$ cat src/rtl/mem_port_arbiter_if.sv
// Bus bundle between the IF/DM request ports, the arbiter and the shared memory.
// The slave modport is the arbiter's view; master is the pipeline/memory side.
interface mem_port_arbiter_if #(
   parameter int AW = 32,
   parameter int DW = 32
);
   logic          if_req;
   logic [AW-1:0] if_addr;
   logic [DW-1:0] if_rdata;
   logic          if_ack;
   logic          if_stall;
   logic          dm_req;
   logic          dm_we;
   logic [AW-1:0] dm_addr;
   logic [DW-1:0] dm_wdata;
   logic [DW-1:0] dm_rdata;
   logic          dm_ack;
   logic          dm_stall;
   logic          mem_read;
   logic          mem_write;
   logic [AW-1:0] mem_addr;
   logic [DW-1:0] mem_wdata;
   logic [DW-1:0] mem_rdata;

   modport slave (
      input  if_req, if_addr, dm_req, dm_we, dm_addr, dm_wdata, mem_rdata,
      output if_rdata, if_ack, if_stall, dm_rdata, dm_ack, dm_stall,
      output mem_read, mem_write, mem_addr, mem_wdata
   );

   modport master (
      output if_req, if_addr, dm_req, dm_we, dm_addr, dm_wdata, mem_rdata,
      input  if_rdata, if_ack, if_stall, dm_rdata, dm_ack, dm_stall,
      input  mem_read, mem_write, mem_addr, mem_wdata
   );
endinterface

$ cat src/rtl/mem_port_arbiter.sv
// Single-port memory arbiter for the IF and DM ports of the 5-stage pipeline.
// Define MEM_ARB_RR_EN for round-robin ties; otherwise DM has fixed priority.
module mem_port_arbiter #(
   parameter int AW      = 32,
   parameter int DW      = 32,
   parameter int MEM_LAT = 1
) (
   input  logic                clk,
   input  logic                reset,
   mem_port_arbiter_if.slave   bus
);
   localparam int CW = $clog2(MEM_LAT + 1);

   typedef enum logic [1:0] {IDLE, IF_BUSY, DM_BUSY} state_t;

   state_t        state_q, state_d;
   logic [CW-1:0] cnt_q, cnt_d;
   logic          rd_q, rd_d;
   logic          wr_q, wr_d;
   logic [AW-1:0] addr_q, addr_d;
   logic [DW-1:0] wdata_q, wdata_d;
   logic [DW-1:0] if_rdata_q, if_rdata_d;
   logic [DW-1:0] dm_rdata_q, dm_rdata_d;
   logic          if_ack_q, if_ack_d;
   logic          dm_ack_q, dm_ack_d;
   logic          gnt_if, gnt_dm;

`ifdef MEM_ARB_RR_EN
   logic          last_dm_q, last_dm_d;
`endif

   // The ack cycle never grants: the requester still shows its old address.
   always_comb begin
      gnt_if = 1'b0;
      gnt_dm = 1'b0;
      if (state_q == IDLE && !(if_ack_q || dm_ack_q)) begin
`ifdef MEM_ARB_RR_EN
         if (bus.if_req && bus.dm_req) begin
            gnt_if = last_dm_q;
            gnt_dm = ~last_dm_q;
         end else begin
            gnt_if = bus.if_req;
            gnt_dm = bus.dm_req;
         end
`else
         gnt_dm = bus.dm_req;
         gnt_if = bus.if_req & ~bus.dm_req;
`endif
      end
   end

   always_comb begin
      state_d    = state_q;
      cnt_d      = cnt_q;
      rd_d       = rd_q;
      wr_d       = wr_q;
      addr_d     = addr_q;
      wdata_d    = wdata_q;
      if_rdata_d = if_rdata_q;
      dm_rdata_d = dm_rdata_q;
      if_ack_d   = 1'b0;
      dm_ack_d   = 1'b0;
      unique case (state_q)
         IDLE: begin
            if (gnt_dm) begin
               state_d = DM_BUSY;
               cnt_d   = CW'(MEM_LAT);
               rd_d    = ~bus.dm_we;
               wr_d    = bus.dm_we;
               addr_d  = bus.dm_addr;
               wdata_d = bus.dm_wdata;
            end else if (gnt_if) begin
               state_d = IF_BUSY;
               cnt_d   = CW'(MEM_LAT);
               rd_d    = 1'b1;
               wr_d    = 1'b0;
               addr_d  = bus.if_addr;
            end
         end
         IF_BUSY: begin
            cnt_d = cnt_q - CW'(1);
            if (cnt_q == CW'(1)) begin
               if_rdata_d = bus.mem_rdata;
               if_ack_d   = 1'b1;
               rd_d       = 1'b0;
               wr_d       = 1'b0;
               state_d    = IDLE;
            end
         end
         DM_BUSY: begin
            cnt_d = cnt_q - CW'(1);
            if (cnt_q == CW'(1)) begin
               if (rd_q)
                  dm_rdata_d = bus.mem_rdata;
               dm_ack_d = 1'b1;
               rd_d     = 1'b0;
               wr_d     = 1'b0;
               state_d  = IDLE;
            end
         end
         default: state_d = IDLE;
      endcase
   end

   always_ff @(posedge clk or posedge reset) begin
      if (reset) begin
         state_q    <= IDLE;
         cnt_q      <= '0;
         rd_q       <= 1'b0;
         wr_q       <= 1'b0;
         addr_q     <= '0;
         wdata_q    <= '0;
         if_rdata_q <= '0;
         dm_rdata_q <= '0;
         if_ack_q   <= 1'b0;
         dm_ack_q   <= 1'b0;
      end else begin
         state_q    <= state_d;
         cnt_q      <= cnt_d;
         rd_q       <= rd_d;
         wr_q       <= wr_d;
         addr_q     <= addr_d;
         wdata_q    <= wdata_d;
         if_rdata_q <= if_rdata_d;
         dm_rdata_q <= dm_rdata_d;
         if_ack_q   <= if_ack_d;
         dm_ack_q   <= dm_ack_d;
      end
   end

`ifdef MEM_ARB_RR_EN
   always_comb begin
      last_dm_d = last_dm_q;
      if (gnt_dm)
         last_dm_d = 1'b1;
      else if (gnt_if)
         last_dm_d = 1'b0;
   end

   always_ff @(posedge clk or posedge reset) begin
      if (reset)
         last_dm_q <= 1'b1;
      else
         last_dm_q <= last_dm_d;
   end
`endif

   assign bus.mem_read  = rd_q;
   assign bus.mem_write = wr_q;
   assign bus.mem_addr  = addr_q;
   assign bus.mem_wdata = wdata_q;
   assign bus.if_rdata  = if_rdata_q;
   assign bus.dm_rdata  = dm_rdata_q;
   assign bus.if_ack    = if_ack_q;
   assign bus.dm_ack    = dm_ack_q;
   assign bus.if_stall  = bus.if_req & ~if_ack_q;
   assign bus.dm_stall  = bus.dm_req & ~dm_ack_q;
endmodule

$ cat src/flat_wrapper.sv
// flat-port wrapper written by rule: the top's interface ports become plain ports
module mem_port_arbiter_flat 
#(
   parameter int AW      = 32,
   parameter int DW      = 32,
   parameter int MEM_LAT = 1
)
  (clk, reset, bus_if_req, bus_if_addr, bus_dm_req, bus_dm_we, bus_dm_addr, bus_dm_wdata, bus_mem_rdata, bus_if_rdata, bus_if_ack, bus_if_stall, bus_dm_rdata, bus_dm_ack, bus_dm_stall, bus_mem_read, bus_mem_write, bus_mem_addr, bus_mem_wdata);
  mem_port_arbiter_if #(.AW(AW), .DW(DW)) bus_i ();
  input  logic clk;
  input  logic reset;
  input wire logic [$bits(bus_i.if_req)-1:0] bus_if_req;
  input wire logic [$bits(bus_i.if_addr)-1:0] bus_if_addr;
  input wire logic [$bits(bus_i.dm_req)-1:0] bus_dm_req;
  input wire logic [$bits(bus_i.dm_we)-1:0] bus_dm_we;
  input wire logic [$bits(bus_i.dm_addr)-1:0] bus_dm_addr;
  input wire logic [$bits(bus_i.dm_wdata)-1:0] bus_dm_wdata;
  input wire logic [$bits(bus_i.mem_rdata)-1:0] bus_mem_rdata;
  output wire logic [$bits(bus_i.if_rdata)-1:0] bus_if_rdata;
  output wire logic [$bits(bus_i.if_ack)-1:0] bus_if_ack;
  output wire logic [$bits(bus_i.if_stall)-1:0] bus_if_stall;
  output wire logic [$bits(bus_i.dm_rdata)-1:0] bus_dm_rdata;
  output wire logic [$bits(bus_i.dm_ack)-1:0] bus_dm_ack;
  output wire logic [$bits(bus_i.dm_stall)-1:0] bus_dm_stall;
  output wire logic [$bits(bus_i.mem_read)-1:0] bus_mem_read;
  output wire logic [$bits(bus_i.mem_write)-1:0] bus_mem_write;
  output wire logic [$bits(bus_i.mem_addr)-1:0] bus_mem_addr;
  output wire logic [$bits(bus_i.mem_wdata)-1:0] bus_mem_wdata;
  assign bus_i.if_req = bus_if_req;
  assign bus_i.if_addr = bus_if_addr;
  assign bus_i.dm_req = bus_dm_req;
  assign bus_i.dm_we = bus_dm_we;
  assign bus_i.dm_addr = bus_dm_addr;
  assign bus_i.dm_wdata = bus_dm_wdata;
  assign bus_i.mem_rdata = bus_mem_rdata;
  assign bus_if_rdata = bus_i.if_rdata;
  assign bus_if_ack = bus_i.if_ack;
  assign bus_if_stall = bus_i.if_stall;
  assign bus_dm_rdata = bus_i.dm_rdata;
  assign bus_dm_ack = bus_i.dm_ack;
  assign bus_dm_stall = bus_i.dm_stall;
  assign bus_mem_read = bus_i.mem_read;
  assign bus_mem_write = bus_i.mem_write;
  assign bus_mem_addr = bus_i.mem_addr;
  assign bus_mem_wdata = bus_i.mem_wdata;
  mem_port_arbiter #(.AW(AW), .DW(DW), .MEM_LAT(MEM_LAT)) u_core (.clk(clk), .reset(reset), .bus(bus_i));
endmodule
$ cat config.mk
export PLATFORM = sky130hd
export DESIGN_NAME = mem_port_arbiter_flat
export DESIGN_NICKNAME = d
export VERILOG_FILES = /design/src/rtl/mem_port_arbiter_if.sv /design/src/rtl/mem_port_arbiter.sv /design/src/flat_wrapper.sv
export SDC_FILE = /design/constraint.sdc
export NUM_CORES = 1
export LEC_CHECK = 0
export CAP_MARGIN = 20
export CORE_MARGIN = 3
export CORE_UTILIZATION = 42
export CTS_BUF_LIST = sky130_fd_sc_hd__clkbuf_4
export DETAILED_ROUTE_END_ITERATION = 10
export PLACE_DENSITY = 0.93
export SLEW_MARGIN = 5
export SYNTH_ARGS = -nofsm -noshare
export SYNTH_HDL_FRONTEND = slang
export SYNTH_SLANG_ARGS = --single-unit
$ cat constraint.sdc
create_clock -name clk -period 5.7 [get_ports clk]
set_input_delay 0.57 -clock clk [delete_from_list [all_inputs] [get_ports clk]]
set_output_delay 0.57 -clock clk [all_outputs]
set_load 0.005 [all_outputs]
# ---- Word-level counts from Yosys, hierarchy flattened
# Index checks and enable logic that the tools add are counted.
dict set report word_totals {
  ff_bits 135
  out_inout_bits 134
  wordCells 56
}
dict set report classes {
  add_sub_neg 1
  n_eq_ne 4
  reduce_logical 14
  bitwise 7
  mux 20
}
# op count
set ops {}
lappend ops {{$mux 32} 2}
lappend ops {{$mux 1} 11}
lappend ops {{$reduce_and 2->1} 5}
lappend ops {{$mux 2} 3}
lappend ops {{$pmux 1 s2} 3}
lappend ops {{$reduce_and 3->1} 2}
lappend ops {{$not 1->1} 4}
lappend ops {{$pmux 2 s2} 1}
lappend ops {{$reduce_bool 2->1} 2}
lappend ops {{$and 1x1->1} 3}
lappend ops {{$ne 3x1->1 const B} 1}
lappend ops {{$eq 2x1->1 const B} 1}
lappend ops {{$eq 2x2->1 const B} 1}
lappend ops {{$logic_not 2->1} 1}
lappend ops {{$ne 2x1->1 const B} 1}
lappend ops {{$reduce_or 2->1} 1}
lappend ops {{$logic_and 1x1->1} 1}
lappend ops {{$logic_not 1->1} 1}
lappend ops {{$logic_or 1x1->1} 1}
lappend ops {{$sub 1x1->1 const B} 1}

# ---- Longest topological paths before layout
dict set report depth {
  word_depth 7
  mapped_depth 7
}

# ---- Worst setup path after synthesis
# OpenSTA, ideal clock, no wires.
dict set report synth_timing {
  kind {register to register}
  start {register u_core.state_q[0]}
  end {register u_core.wdata_q[10] (netlist: u_core.bus.mem_wdata[10])}
  setup_slack_ns 4.086
  t_required_ns 5.575
  path_buffers 2
  arrival_ns 1.489
  setup_ns 0.125
  stages_incl_launch_ff 7
  path_cell_list {dfrtp_1 -> inv_1 -> ha_1 -> and3_1 -> buf_2 -> buf_4 -> mux2_2}
}
dict set report synth_via {
  elab_chain_cells 4
}
# element line_no
set synth_lines {}
lappend synth_lines {{from (decl)} mem_port_arbiter.sv:16} ;# state_t state_q, state_d;
lappend synth_lines {{from (signal assigned)} mem_port_arbiter.sv:118} ;# state_q <= state_d;
lappend synth_lines {{$logic_not 2->1 *} {mem_port_arbiter.sv:36, mem_port_arbiter.sv:63}}
lappend synth_lines {{$logic_and 1x1->1} mem_port_arbiter.sv:36} ;# if (state_q == IDLE && !(if_ack_q || dm_ack_q)) begin
lappend synth_lines {{$mux 1} mem_port_arbiter.sv:36}
lappend synth_lines {{$reduce_and 2->1 (no source line) *} n/a}
lappend synth_lines {{to (signal assigned)} mem_port_arbiter.sv:123} ;# wdata_q <= wdata_d;
lappend synth_lines {{to (decl)} mem_port_arbiter.sv:21} ;# logic [DW-1:0] wdata_q, wdata_d;
# Every way passes the cells marked *; elsewhere a longest branch is shown, timed or not.
# A chain may end at the register's enable or synchronous reset.

# ---- Worst setup path in the final report
dict set report layout_timing {
  start {register u_core.state_q[0]}
  end {register u_core.addr_q[19] (netlist: u_core.bus.mem_addr[19])}
}
dict set report layout_via {
  elab_chain_cells 5
  word_cells_on_any_way 7
}
# element line_no
set layout_lines {}
lappend layout_lines {{$logic_not 2->1 *} {mem_port_arbiter.sv:36, mem_port_arbiter.sv:63}}
lappend layout_lines {{$logic_and 1x1->1} mem_port_arbiter.sv:36}
lappend layout_lines {{$mux 1} mem_port_arbiter.sv:36}
lappend layout_lines {{$reduce_bool 2->1 (no source line)} n/a}
lappend layout_lines {{$reduce_and 2->1 (no source line)} n/a}
lappend layout_lines {{to (signal assigned)} mem_port_arbiter.sv:122} ;# addr_q <= addr_d;
lappend layout_lines {{to (decl)} mem_port_arbiter.sv:20} ;# logic [AW-1:0] addr_q, addr_d;
# Marked as above.

==> run_results.csv <==
group,metric,value,unit
power_and_ir_drop,power_density,527,nW/um2
die,die_y,119,um
status,status,"complete, no violations",
synth,yosys.area_share.simple,0.0395,
synth,yosys_register_bits,135,
clocking,clock_latency,0.51,ns
synth,synth.distinct_cells,22,
setup_path,path_max_fanout,36,
setup_path,worstSetupPathType,"register to register",
route,drtAntennaViolNets,0,
setup_path,cp.arrival,2.73,ns
timing,fmax,426,MHz
layout,drive_gt1_frac,0.202,
die,num_rows,40,
synth,synth_common_cells,"dfrtp_1 (135), mux2_2 (97), nand2_1 (36)",
synth,yosys.area.top_type,"dfrtp_1",
synth,synthesis.area,5380,um2
die,start_util,0.439,
power_and_ir_drop,vdd_drop_max,0.000283,V
timing,fin_crit_sh,0.412,
grt,grt_pass1_wl,23.4,mm
setup_path,cp-start-kind,"register",
clocking,hold_buffers,0,
grt,grt_usage,0.212,
timing,setup_tns,0,ns
die,die_x,119,um
timing,setup_viol,0,
placement,place.gp.congestion,0.775,
clocking,cts_setup_buffers,0,
route,num_vias,4049,
synth,synth_area_leaders,"dfrtp_1 (63%), mux2_2 (20%), mux2i_1 (5.9%)",
route,wl_per_cell,18.1,um
synth,synth_top_family_by_area,"multiplexers",
clocking,cts_root_buf,"clkbuf_4",
synth,synth_warnings,0,
synth,synthFlopType,"dfrtp_1",
setup_path,reg2reg_depth,6,
clocking,cts_resized,0,
clocking,cts_buffers,17,
route,drc,0,
grt,antenna_found_initial,0,
synth,synthMuxAreaShare,0.262,
grt,overflow,0,
timing,hold-worst-slack,0.491,ns
timing,slew_viol_final,0,
clocking,cts_tree,"built",
clocking,cts.sinks,135,
grt,grt_pass1_vias,4405,
setup_path,critPathRequiredTime,6.08,ns
min_path,hold_start,"u_core.bus.mem_addr[5]",
setup_path,r2r_slack,3.35,ns
synth,synth_xor_xnor_area_share,0,
synth,mappedNetlistNets,517,
timing,grt_setup_unrepaired,"false",
clocking,cts_buffer_depth,2,
layout,seqCellArea,3380,um2
setup_path,r2r-start,"u_core.state_q[0]",
clocking,clkTransAtPathRegs,0.10,ns
synth,synth_edf_count,0,
route,viasPerCell,4.87,
grt,grt_max_degree,89,
timing,hold_viol,0,
synth,synth_most_common_cell,"dfrtp_1",
die,ios,267,
layout,num-fill-cells,861,
synth,netlist_instances,380,
synth,synth-compound-area-share,0.0383,
placement,io_buffers,266,
timing,finClkSkew,0.00691,ns
timing,slew_headroom,0.357,
synth,synthAdderAreaFrac,0.00930,
setup_path,end_kind,"register",
setup_path,path_cells,"inv_1 > ha_1 > nand3b_1 > buf_4 > nand2_1 > o21ai_0",
clocking,h-tree-depth,4,
synth,async_flop_share,1.00,
layout,num_antenna_cells,0,
route,drt_iter0_drc,181,
flow_run,cap_violations,0,
route,first_pass_iters,4,
synth,synth_top_area_frac,0.627,
layout,multiInputGateArea,1890,um2
die,dieArea,14200,um2
die,core-area,12300,um2
route,drt_wl_total,15.0,mm
placement,hpwl,11.4,mm
layout,nNetsFinal,788,
setup_path,r2r_end,"u_core.bus.mem_addr[19]",
setup_path,critPathMaxStageDelay,0.68,ns
min_path,min_path_type,"register to register",
min_path,whs_endpoint,"u_core.bus.mem_addr[5]",
setup_path,slowest_stage,"nand3b_1",
power_and_ir_drop,p_leak,3.70,nW
layout,area_delta_synth_final,57.0,%
synth,ys_seq_area_frac,0.627,
synth,postSynthAreaPerCell,14.2,um2
timing,finalCriticalPeriod,2.35,ns
min_path,hold_depth,2,
timing,tightest_slew,0.961,ns
## where the power goes
group          leakage (nW)  total [mW]  internal, mW  switching [mW]
clock                 0.129       0.542         0.221           0.321
sequential             1.60        1.72          1.45           0.270
combinational          1.97        2.19          1.41           0.789
total                  3.70        4.45          3.07            1.38
## area by class of cell
class	count	share of cell area
tap	168	0.0249
clock buffer	20	0.0178
timing repair buffer	272	0.322
clock inverter	11	0.0101
multi-input combinational	221	0.223
inverter	4	0.00237
sequential	135	0.400
## metal layers
metal	vias up	GRT usage	wire [um]
li1	1874	-	-
met3	29	0.0964	1580
met4	0	0.0920	393
met1	1960	0.226	5380
met2	186	0.362	7690
met5	-	0	0
## worst max path at each step
stage | from | to | depth (start not counted)
after floorplan | reset | u_core.bus.dm_ack | 1
after global placement | bus_dm_req | u_core.state_q[0] | 5
after detailed placement | bus_dm_req | u_core.bus.mem_addr[29] | 6
after CTS | u_core.state_q[0] | u_core.bus.mem_addr[29] | 5
after global routing | u_core.state_q[1] | u_core.bus.mem_addr[19] | 5
final | u_core.state_q[0] | u_core.bus.mem_addr[19] | 6
## sequential cells by signal (all words and copies together), names as in the netlist
| register | cells |
|---|---|
| u_core.bus.mem_read | 1 |
| u_core.state_q | 2 |
| u_core.bus.mem_wdata | 32 |
| u_core.cnt_q | 1 |
| u_core.bus.if_rdata | 32 |
| u_core.bus.mem_write | 1 |
| u_core.bus.mem_addr | 32 |
| u_core.bus.dm_rdata | 32 |
| u_core.bus.dm_ack | 1 |
| u_core.bus.if_ack | 1 |
## worst max-delay path, delay by kind of cell, from the launching register on
kind	cells	cell delay, ns
AND/OR/NAND/NOR	2	0.78
buffers and inverters	2	0.62
flip-flops	1	0.45
adder cells (fa/ha/maj)	1	0.26
AO/OA/AOI/OAI	1	0.10
## cells by family (layout without fill, tap and decap cells)
kind of cell	count (synthesis)	after routing
AO/OA/AOI/OAI	38	38
adder cells (fa/ha/maj)	4	4
buffers and inverters	24	307
flip-flops	135	135
multiplexers	129	129
AND/OR/NAND/NOR	50	50
## per-stage QoR
step | power, mW | std cells | area (um2) | utilization | setup WS [ns]
final | 4.45 | 831 | 8450 | 0.689 | 3.35
after global routing | 4.76 | 831 | 8450 | 0.689 | 3.09
after CTS | 4.51 | 830 | 8430 | 0.688 | 3.22
after detailed placement | 3.95 | 799 | 8200 | 0.668 | 2.90
after global placement | 3.83 | 799 | 8200 | 0.668 | 3.05
after floorplan | 2.63 | 380 | 5380 | - | 1.52
## layout by cell type, fill, tap and decap left out, types with 2 or more instances in the layout
cell type and count:
nor2_1 3, ha_1 4, clkinvlp_4 3, nand2_1 36, mux2_2 97, clkdlybuf4s50_1 266, nor2b_1 3, buf_4 5
clkbuf_4 20, dfrtp_1 135, and3_1 2, o21ai_0 34, inv_1 3, mux2i_1 32, clkinv_1 2, clkinv_2 5
nor3_1 2
No activity file was read; power rests on OpenSTA's default activity.
